===== src/rtl/rv_write_back.sv =====
// Write-back stage: registers memory-stage results, waits for load data, drives the register-file write port.
// Latency: non-load writes one cycle after capture; a load writes on the edge where its ack is seen.
// Backpressure: o_stall (combinational) freezes upstream while a load response is outstanding; timeout releases it.
module rv_write_back #(
  parameter int TIMEOUT = 16
) (
  input  logic        i_clk,
  input  logic        i_reset,
  input  logic [31:0] i_alu_result,
  input  logic        i_reg_write,
  input  logic        i_mem_read,
  input  logic [1:0]  i_res_src,
  input  logic [4:0]  i_rd,
  input  logic [2:0]  i_funct3,
  input  logic [29:0] i_pc_p4,
  input  logic [29:0] i_pc_target,
  input  logic [31:0] i_dmem_rdata,
  input  logic        i_dmem_ack,
  output logic        o_stall,
  output logic        o_rf_we,
  output logic [4:0]  o_rf_rd,
  output logic [31:0] o_rf_wdata,
  output logic        o_bus_err
);

  typedef struct packed {
    logic [31:0] alu_result;
    logic        reg_write;
    logic        mem_read;
    logic [1:0]  res_src;
    logic [4:0]  rd;
    logic [2:0]  funct3;
    logic [29:0] pc_p4;
    logic [29:0] pc_target;
  } wb_reg_t;

  typedef enum logic {
    ST_RUN,
    ST_WAIT
  } state_t;

  // Counter value on the last cycle a load may still be answered.
  localparam logic [7:0] CNT_LAST = 8'(TIMEOUT - 1);

  wb_reg_t     wb_q;
  state_t      state_q;
  state_t      state_d;
  logic [7:0]  cnt_q;
  logic [7:0]  cnt_d;
  logic        load_pending;
  logic        stall;
  logic        complete;
  logic        timeout;
  logic [7:0]  load_byte;
  logic [15:0] load_half;
  logic [31:0] load_data;
  logic [31:0] result;

  assign load_pending = wb_q.mem_read && (wb_q.res_src == 2'b01);
  assign o_stall      = stall;

  // WB register: take the memory-stage outputs whenever upstream is not frozen.
  always_ff @(posedge i_clk or posedge i_reset) begin
    if (i_reset) begin
      wb_q <= '0;
    end else if (!stall) begin
      wb_q <= '{alu_result: i_alu_result,
                reg_write:  i_reg_write,
                mem_read:   i_mem_read,
                res_src:    i_res_src,
                rd:         i_rd,
                funct3:     i_funct3,
                pc_p4:      i_pc_p4,
                pc_target:  i_pc_target};
    end
  end

  // FSM state and wait counter.
  always_ff @(posedge i_clk or posedge i_reset) begin
    if (i_reset) begin
      state_q <= ST_RUN;
      cnt_q   <= '0;
    end else begin
      state_q <= state_d;
      cnt_q   <= cnt_d;
    end
  end

  // Next state: decide whether the captured instruction completes, keeps waiting or times out.
  // On the timeout cycle the stall drops so the following instruction is captured at that edge.
  always_comb begin
    state_d  = state_q;
    cnt_d    = cnt_q;
    stall    = 1'b0;
    complete = 1'b0;
    timeout  = 1'b0;
    case (state_q)
      ST_RUN: begin
        if (!load_pending || i_dmem_ack) begin
          complete = 1'b1;
        end else begin
          stall   = 1'b1;
          state_d = ST_WAIT;
          cnt_d   = 8'd1;
        end
      end
      ST_WAIT: begin
        if (i_dmem_ack) begin
          complete = 1'b1;
          state_d  = ST_RUN;
          cnt_d    = '0;
        end else if (cnt_q == CNT_LAST) begin
          timeout = 1'b1;
          state_d = ST_RUN;
          cnt_d   = '0;
        end else begin
          stall = 1'b1;
          cnt_d = cnt_q + 8'd1;
        end
      end
      default: begin
        state_d = ST_RUN;
        cnt_d   = '0;
      end
    endcase
  end

  // Load alignment/extension and result source selection.
  always_comb begin
    load_byte = i_dmem_rdata[7:0];
    case (wb_q.alu_result[1:0])
      2'b00:   load_byte = i_dmem_rdata[7:0];
      2'b01:   load_byte = i_dmem_rdata[15:8];
      2'b10:   load_byte = i_dmem_rdata[23:16];
      default: load_byte = i_dmem_rdata[31:24];
    endcase
    load_half = wb_q.alu_result[1] ? i_dmem_rdata[31:16] : i_dmem_rdata[15:0];
    case (wb_q.funct3)
      3'b000:  load_data = {{24{load_byte[7]}}, load_byte};
      3'b100:  load_data = {24'b0, load_byte};
      3'b001:  load_data = {{16{load_half[15]}}, load_half};
      3'b101:  load_data = {16'b0, load_half};
      default: load_data = i_dmem_rdata;
    endcase
    case (wb_q.res_src)
      2'b00:   result = wb_q.alu_result;
      2'b01:   result = load_data;
      2'b10:   result = {wb_q.pc_p4, 2'b00};
      default: result = {wb_q.pc_target, 2'b00};
    endcase
  end

  // Register-file write port and bus-error pulse; rd/wdata hold unless an instruction completes.
  always_ff @(posedge i_clk or posedge i_reset) begin
    if (i_reset) begin
      o_rf_we    <= 1'b0;
      o_rf_rd    <= '0;
      o_rf_wdata <= '0;
      o_bus_err  <= 1'b0;
    end else begin
      o_bus_err <= timeout;
      o_rf_we   <= complete && wb_q.reg_write && (wb_q.rd != 5'd0);
      if (complete) begin
        o_rf_rd    <= wb_q.rd;
        o_rf_wdata <= result;
      end
    end
  end

endmodule


===== config.mk =====
export PLATFORM = sky130hd
export DESIGN_NAME = rv_write_back
export DESIGN_NICKNAME = d
export VERILOG_FILES = /design/src/rtl/rv_write_back.sv
export SDC_FILE = /design/constraint.sdc
export NUM_CORES = 1
export LEC_CHECK = 0
export ABC_AREA = 0
export BUFFER_PORTS_ARGS = -buffer_cell sky130_fd_sc_hd__clkbuf_2
export CAP_MARGIN = 40
export CORE_MARGIN = 2
export CORE_UTILIZATION = 48
export DETAILED_ROUTE_END_ITERATION = 10
export GPL_TIMING_DRIVEN = 1
export PLACE_DENSITY = 0.84
export SYNTH_ARGS = -nofsm -noshare
export SYNTH_HDL_FRONTEND = slang
export SYNTH_SLANG_ARGS = --single-unit

===== constraint.sdc =====
create_clock -name i_clk -period 4.4 [get_ports i_clk]
set_clock_uncertainty 0.1 [all_clocks]
set_input_delay 0.44 -clock i_clk [delete_from_list [all_inputs] [get_ports i_clk]]
set_output_delay 0.44 -clock i_clk [all_outputs]
set_load 0.05 [all_outputs]

==> results.yml, run 1 <==
detailed_routing:
  num_vias: 5532
  vias_per_cell: 5.83
  drt_iter0_drc: 403
  drt-total-wl_um: 19200
  wl_per_cell_um: 20.2
  drc: 0
  final_antenna_net_count: 0
  first_pass_iters: 5
worst_setup_path:
  regToRegStartpoint: "wb_q[68]"
  reg2reg_depth: 4
  cp.required_ns: 3.86
  start_kind: "register"
  cp.arrival_ns: 2.66
  endpoint_kind: "output pin"
  worstSetupPathType: "reg2out"
  r2r-end: "o_rf_wdata[4]"
  r2r_setup_slack_ns: 1.79
  cp-startpoint: "wb_q[68]"
  path_max_fanout: 37
logic_synthesis:
  synth-main-ff-cell: "dfrtp_1"
  synth.avg_cell_area_sq_um: 12.2
  synth_area_sq_um: 7160
  yosys.area.top_type: "dfrtp_1"
  yosysUniqueCellTypes: 52
  synth_edf_count: 0
  yosysWarnings: 0
  synth_seq_cells: 152
  synth.top_cells.by_area: "dfrtp_1, mux2_2, mux2_1"
  synth_top_area_share_pct: 53.1
  synthCells: 587
  ys_seq_area_share_pct: 53.1
  synthArstFlopShare_pct: 100
  syn_nets: 727
pwr:
  power_frac_comb_pct: 23.3
  p_sw_share_pct: 32.6
  leakagePower_uw: 0.00402
  p_per_area_nw_per_um2: 484
  p_int_uw: 2870
  ir_drop_mv: 0.351
  pwr-share-clk_pct: 36.2
  pwr-share-seq_pct: 40.5
  power.switching_uw: 1390
die:
  num_io_pins: 179
  die_width_um: 126
  start_util_pct: 49.3
  core_region_area_sq_um: 14500
  dieHeight_um: 126
  num_rows: 44
  dieArea_sq_um: 15900
sta:
  fmax_ghz: 0.312
  finalHoldViolations: 0
  setup_viol: 0
  min_period_ns: 3.20
  relSlewSlack_pct: 36.0
  fin_setup_tns_ns: 0
  period_share_pct: 72.7
  tightest_slew_ns: 0.960
  slew_violations: 0
  hold_slack_ns: 0.0363
  rsz0062_at_grt: "no"
outcome:
  outcome: "completed"
clock_network:
  htree_levels: 4
  post_cts_buffers: 0
  cts_resized: 0
  cts_hold_buf: 0
  cts.clk_slew.worst_paths_ns: 0.06
  clock-root-buffer: "clkbuf_16"
  cts.path.max_buffers: 2
  cts_tree: "done"
  cts.sinks: 152
  cts-buffers-inserted: 17
  insertion_delay_ns: 0.42
placement:
  place_congestion: 0.863
  io_buffers: 178
  dp_hpwl_um: 13200
layout:
  num-fill-cells: 1172
  mostFrequentLayoutCells: "clkbuf_2, dfrtp_1, mux2_2"
  synthToLayoutAreaGrowth_pct: 22.8
  ff_latch_area_sq_um: 3800
  drive_gt1_share_pct: 41.8
  final_common_cell: "clkbuf_2"
  layout.nets: 891
  multi_input_comb_area_sq_um: 3090
global_routing:
  grt_max_degree: 78
  antenna_found_initial: 1
  grt_overflow: 0
  grt_pass1_wl_um: 30700
  grt_pass1_vias: 5663
  grt_usage_pct: 24.9
run:
  cap_violations: 0
hold_path:
  hold_path.class: "in2async"
[per-layer routing]
metal  part of all wire, %  routed length, um  track usage, %
met1                    42               8080            32.9
met2                    48               9140            38.8
met3                   7.4               1410            7.48
met4                   2.8                536            9.37
met5                     0                  0               0
[worst max-delay path, cell delays in order (launching register included)]
cell,delay [ns]
dfrtp_1,0.64
and4bb_1,0.53
nor2_4,0.09
a21oi_4,0.16
buf_4,0.44
clkbuf_2,0.37
[Yosys cell counts (4+ instances only)]
cell and n:
nor2_1 50, o32ai_1 8, nand2_1 29, o22ai_1 35, buf_6 7, o2111ai_1 5, and3_1 7, dfrtp_1 152
xor2_1 5, inv_1 9, clkbuf_1 18, mux2_2 94, buf_2 15, nand2b_1 7, mux2_1 41, a21oi_1 8
o21ai_0 11, mux2i_1 7, a22o_1 4, a221oi_1 24
[sequential cells by signal, indices dropped and copies added (netlist names)]
name        count
o_rf_rd         5
o_rf_we         1
cnt_q           8
state_q         1
o_bus_err       1
o_rf_wdata     32
wb_q          104
[metrics by stage]
| stage | util, % | setup slack (ns) | total power, uW | area [sq um] | instances |
|---|---|---|---|---|---|
| detailed placement | 56.2 | 1.67 | 2730 | 8160 | 916 |
| global placement | 56.1 | 1.73 | 2700 | 8150 | 915 |
| global route | 60.5 | 1.07 | 4430 | 8790 | 948 |
| floorplan | - | 1.94 | 2430 | 7160 | 587 |
| CTS | 60.5 | 1.21 | 4280 | 8790 | 948 |
| finish | 60.5 | 1.20 | 4250 | 8790 | 949 |
[worst max path at each step]
stage                     depth (start not counted)  slack [ns]  endpoint
after global placement                            5        1.73   o_stall
final                                             5        1.20   o_stall
after global routing                              5        1.07   o_stall
after CTS                                         5        1.21   o_stall
after floorplan                                   1        1.94  cnt_q[0]
after detailed placement                          5        1.67   o_stall
[logic make-up (layout without fill, tap and decap cells)]
group	after synthesis	after routing	synth area share (%)
fa+ha+maj	1	1	0.175
buf+inv	52	229	3.78
xor+xnor	5	5	0.612
compound gates	117	117	12.2
flops	152	152	53.1
simple gates	118	118	7.85
other cells	0	1	0
mux	142	142	22.2
[power by group through the flow]
stage,combinational (uW),clock [uW],sequential [uW]
6_report,991,1540,1720
5_1_grt,1060,1630,1750
4_1_cts,995,1570,1720
3_5_place_dp,990,0,1740
3_3_place_gp,965,0,1740
2_1_floorplan,461,0,1970
[area by class of cell]
type	instances	area share, %
Sequential cell	152	43.3
Clock inverter	12	1.92
Antenna cell	1	0.0285
Tap cell	184	2.62
Timing Repair Buffer	187	11.3
Clock buffer	20	5.20
Inverter	10	0.470
Multi-Input combinational cell	383	35.2
No activity file was read; power rests on OpenSTA's default activity.
==> inputs of run 2 (changes only) <==
--- a/config.mk
+++ b/config.mk
@@ -9,10 +9,10 @@
 export BUFFER_PORTS_ARGS = -buffer_cell sky130_fd_sc_hd__clkbuf_2
 export CAP_MARGIN = 40
 export CORE_MARGIN = 2
-export CORE_UTILIZATION = 48
+export CORE_UTILIZATION = 54
 export DETAILED_ROUTE_END_ITERATION = 10
 export GPL_TIMING_DRIVEN = 1
-export PLACE_DENSITY = 0.84
+export PLACE_DENSITY = 0.89
 export SYNTH_ARGS = -nofsm -noshare
 export SYNTH_HDL_FRONTEND = slang
 export SYNTH_SLANG_ARGS = --single-unit
==> constraint.sdc (replaced) <==
create_clock -name i_clk -period 3.3 [get_ports i_clk]
set_clock_uncertainty 0.1 [all_clocks]
set_input_delay 0.33 -clock i_clk [delete_from_list [all_inputs] [get_ports i_clk]]
set_output_delay 0.33 -clock i_clk [all_outputs]
set_load 0.05 [all_outputs]
==> run 2 against run 1 <==
Effect of this change: power up 33%; count of clock-buffer cells in the layout up 7; die area down 11%; wire length down 2.4%; global-route usage up 2.9 points; sequential share of layout area down 0.26 points; worst setup slack worse by 0.61 ns; critical endpoint unchanged; register-to-register slack worse by 0.98 ns; via count up 2.0%.
==> results.yml, run 2 (synthesis results as in run 1) <==
die:
  num_io_pins: 179
  dieHeight_um: 119
  start_util_pct: 54.7
  dieArea_sq_um: 14200
  num_rows: 42
  core_region_area_sq_um: 13100
  die_width_um: 119
detailed_routing:
  vias_per_cell: 5.97
  final_antenna_net_count: 0
  num_vias: 5641
  drt-total-wl_um: 18700
  drc: 0
  first_pass_iters: 5
  wl_per_cell_um: 19.8
  drt_iter0_drc: 523
placement:
  place_congestion: 0.924
  io_buffers: 178
  dp_hpwl_um: 12900
  dp_cells: 912
  dp_slack_ns: 0.781
worst_setup_path:
  cp.required_ns: 2.87
  endpoint_kind: "output pin"
  start_kind: "register"
  path_max_fanout: 12
  crit_path_max_incr_delay_ns: 0.43
  path_delay_family: "compound AO/OA/AOI/OAI gates"
  worstPathCellList: "ha_1, and3_1, and2_1, a21oi_4, clkbuf_2"
  cp_num_buf_inv: 1
  cp.arrival_ns: 2.28
  worstSetupPathType: "reg2out"
  critPathSlowestCell: "a21oi_4"
layout:
  drive_gt1_share_pct: 42.0
  final_cells: 945
  utilization_pct: 67.6
  mostFrequentLayoutCells: "clkbuf_2, dfrtp_1, mux2_2"
  final_common_cell: "clkbuf_2"
  layout.nets: 896
  top_regs: "wb_q (104), o_rf_wdata (32), cnt_q (8)"
  diodes: 0
  largest_reg_flops: 104
  regMostFlops: "wb_q"
  synthToLayoutAreaGrowth_pct: 23.5
clock_network:
  cts.path.max_buffers: 2
  cts.sinks: 152
  cts_tree: "done"
  cts-buffers-inserted: 17
  htree_levels: 4
  cts.clk_slew.worst_paths_ns: 0.06
  clock-root-buffer: "clkbuf_16"
  insertion_delay_ns: 0.43
  cts_resized: 0
sta:
  hold_slack_ns: 0.0110
  period_share_pct: 82.1
  min_period_ns: 2.71
  slew_violations: 0
  relSlewSlack_pct: 46.5
  rsz0062_at_grt: "no"
  finalWorstSetupSlack_ns: 0.590
  finalHoldViolations: 0
  fmax_ghz: 0.369
  tightest_slew_ns: 0.801
  fin_setup_tns_ns: 0
  setup_viol: 0
global_routing:
  grt_pass1_wl_um: 30100
  grt_max_degree: 59
  grt_overflow: 0
  grt_usage_pct: 27.8
  grt_use_met1_pct: 36.3
  met2_usage_pct: 43.0
  use_met3_pct: 9.20
  busiest_layer: "met2"
  antenna_found_initial: 0
  grt_pass1_vias: 5801
pwr:
  power.switching_uw: 1770
  ir_drop_mv: 0.460
  leakagePower_uw: 0.00406
  power_frac_comb_pct: 23.9
  p_sw_share_pct: 31.4
  pwr-share-clk_pct: 35.8
  pwr-share-seq_pct: 40.3
  p_int_uw: 3880
  p_per_area_nw_per_um2: 639
run:
  cap_violations: 0
outcome:
  outcome: "completed"
hold_path:
  hold_path.class: "in2reg"
## run 2: cell count changes in the layout (fill, tap and decap cells not counted), moves of 2 or more
cell      delta
clkbuf_8     +7
clkinv_4     -6
buf_4        +3
buf_12       +2
## run 2: layout make-up
| type | count | area (sq um) |
|---|---|---|
| fill | 984 | 4240 |
| clock buffer | 27 | 553 |
| sequential | 152 | 3800 |
| tap | 176 | 220 |
| clock inverter | 5 | 80.1 |
| timing repair buffer | 192 | 1050 |
| inverter | 10 | 41.3 |
| multi-input combinational | 383 | 3090 |
## run 2: worst register-to-register path: stages, from the launching register on
cell and delay (ns):
dfrtp_1 0.69, mux2i_1 0.45, nor3_1 0.14, o311ai_4 0.73
o22ai_1 0.22
## run 2: path summary, 6_finish.rpt
| check | startpoint | to | slack (ns) | cells after the start |
|---|---|---|---|---|
| worst min-delay path | i_pc_p4[16] | wb_q[46] | 0.01 | 2 |
| worst max register to register | wb_q[73] | o_rf_wdata[25] | 0.81 | 4 |
| min in group asynchronous | i_reset | wb_q[30] | 0.39 | 3 |
| worst min register to register | o_rf_rd[0] | o_rf_rd[0] | 0.36 | 2 |
| max in group asynchronous | i_reset | wb_q[69] | 1.93 | 4 |
| worst max-delay path | cnt_q[0] | o_stall | 0.59 | 5 |
## run 2: repair_timing
item	in CTS	in global routing
hold buffers	1	0
buffers inserted	0	0
endpoints found under the hold margin	19	0
## run 2: metrics by stage
| stage | area, sq um | total power, uW |
|---|---|---|
| after floorplan | 7160 | 3250 |
| after global placement | 8200 | 3610 |
| after detailed placement | 8200 | 3650 |
| after CTS | 8840 | 5690 |
| after global routing | 8840 | 5900 |
| final | 8840 | 5650 |
## run 2: power groups by stage
stage,Clock (uW),Combinational (uW),Sequential (uW)
2_1_floorplan,0,614,2630
3_3_place_gp,0,1320,2290
3_5_place_dp,0,1350,2300
4_1_cts,2050,1360,2280
5_1_grt,2150,1440,2310
6_report,2020,1350,2280
## run 2: routing by layer
metal | wire length, um | vias up
met5 | 0 | -
li1 | - | 2516
met1 | 7600 | 2793
met2 | 8760 | 281
met4 | 614 | 0
met3 | 1720 | 51
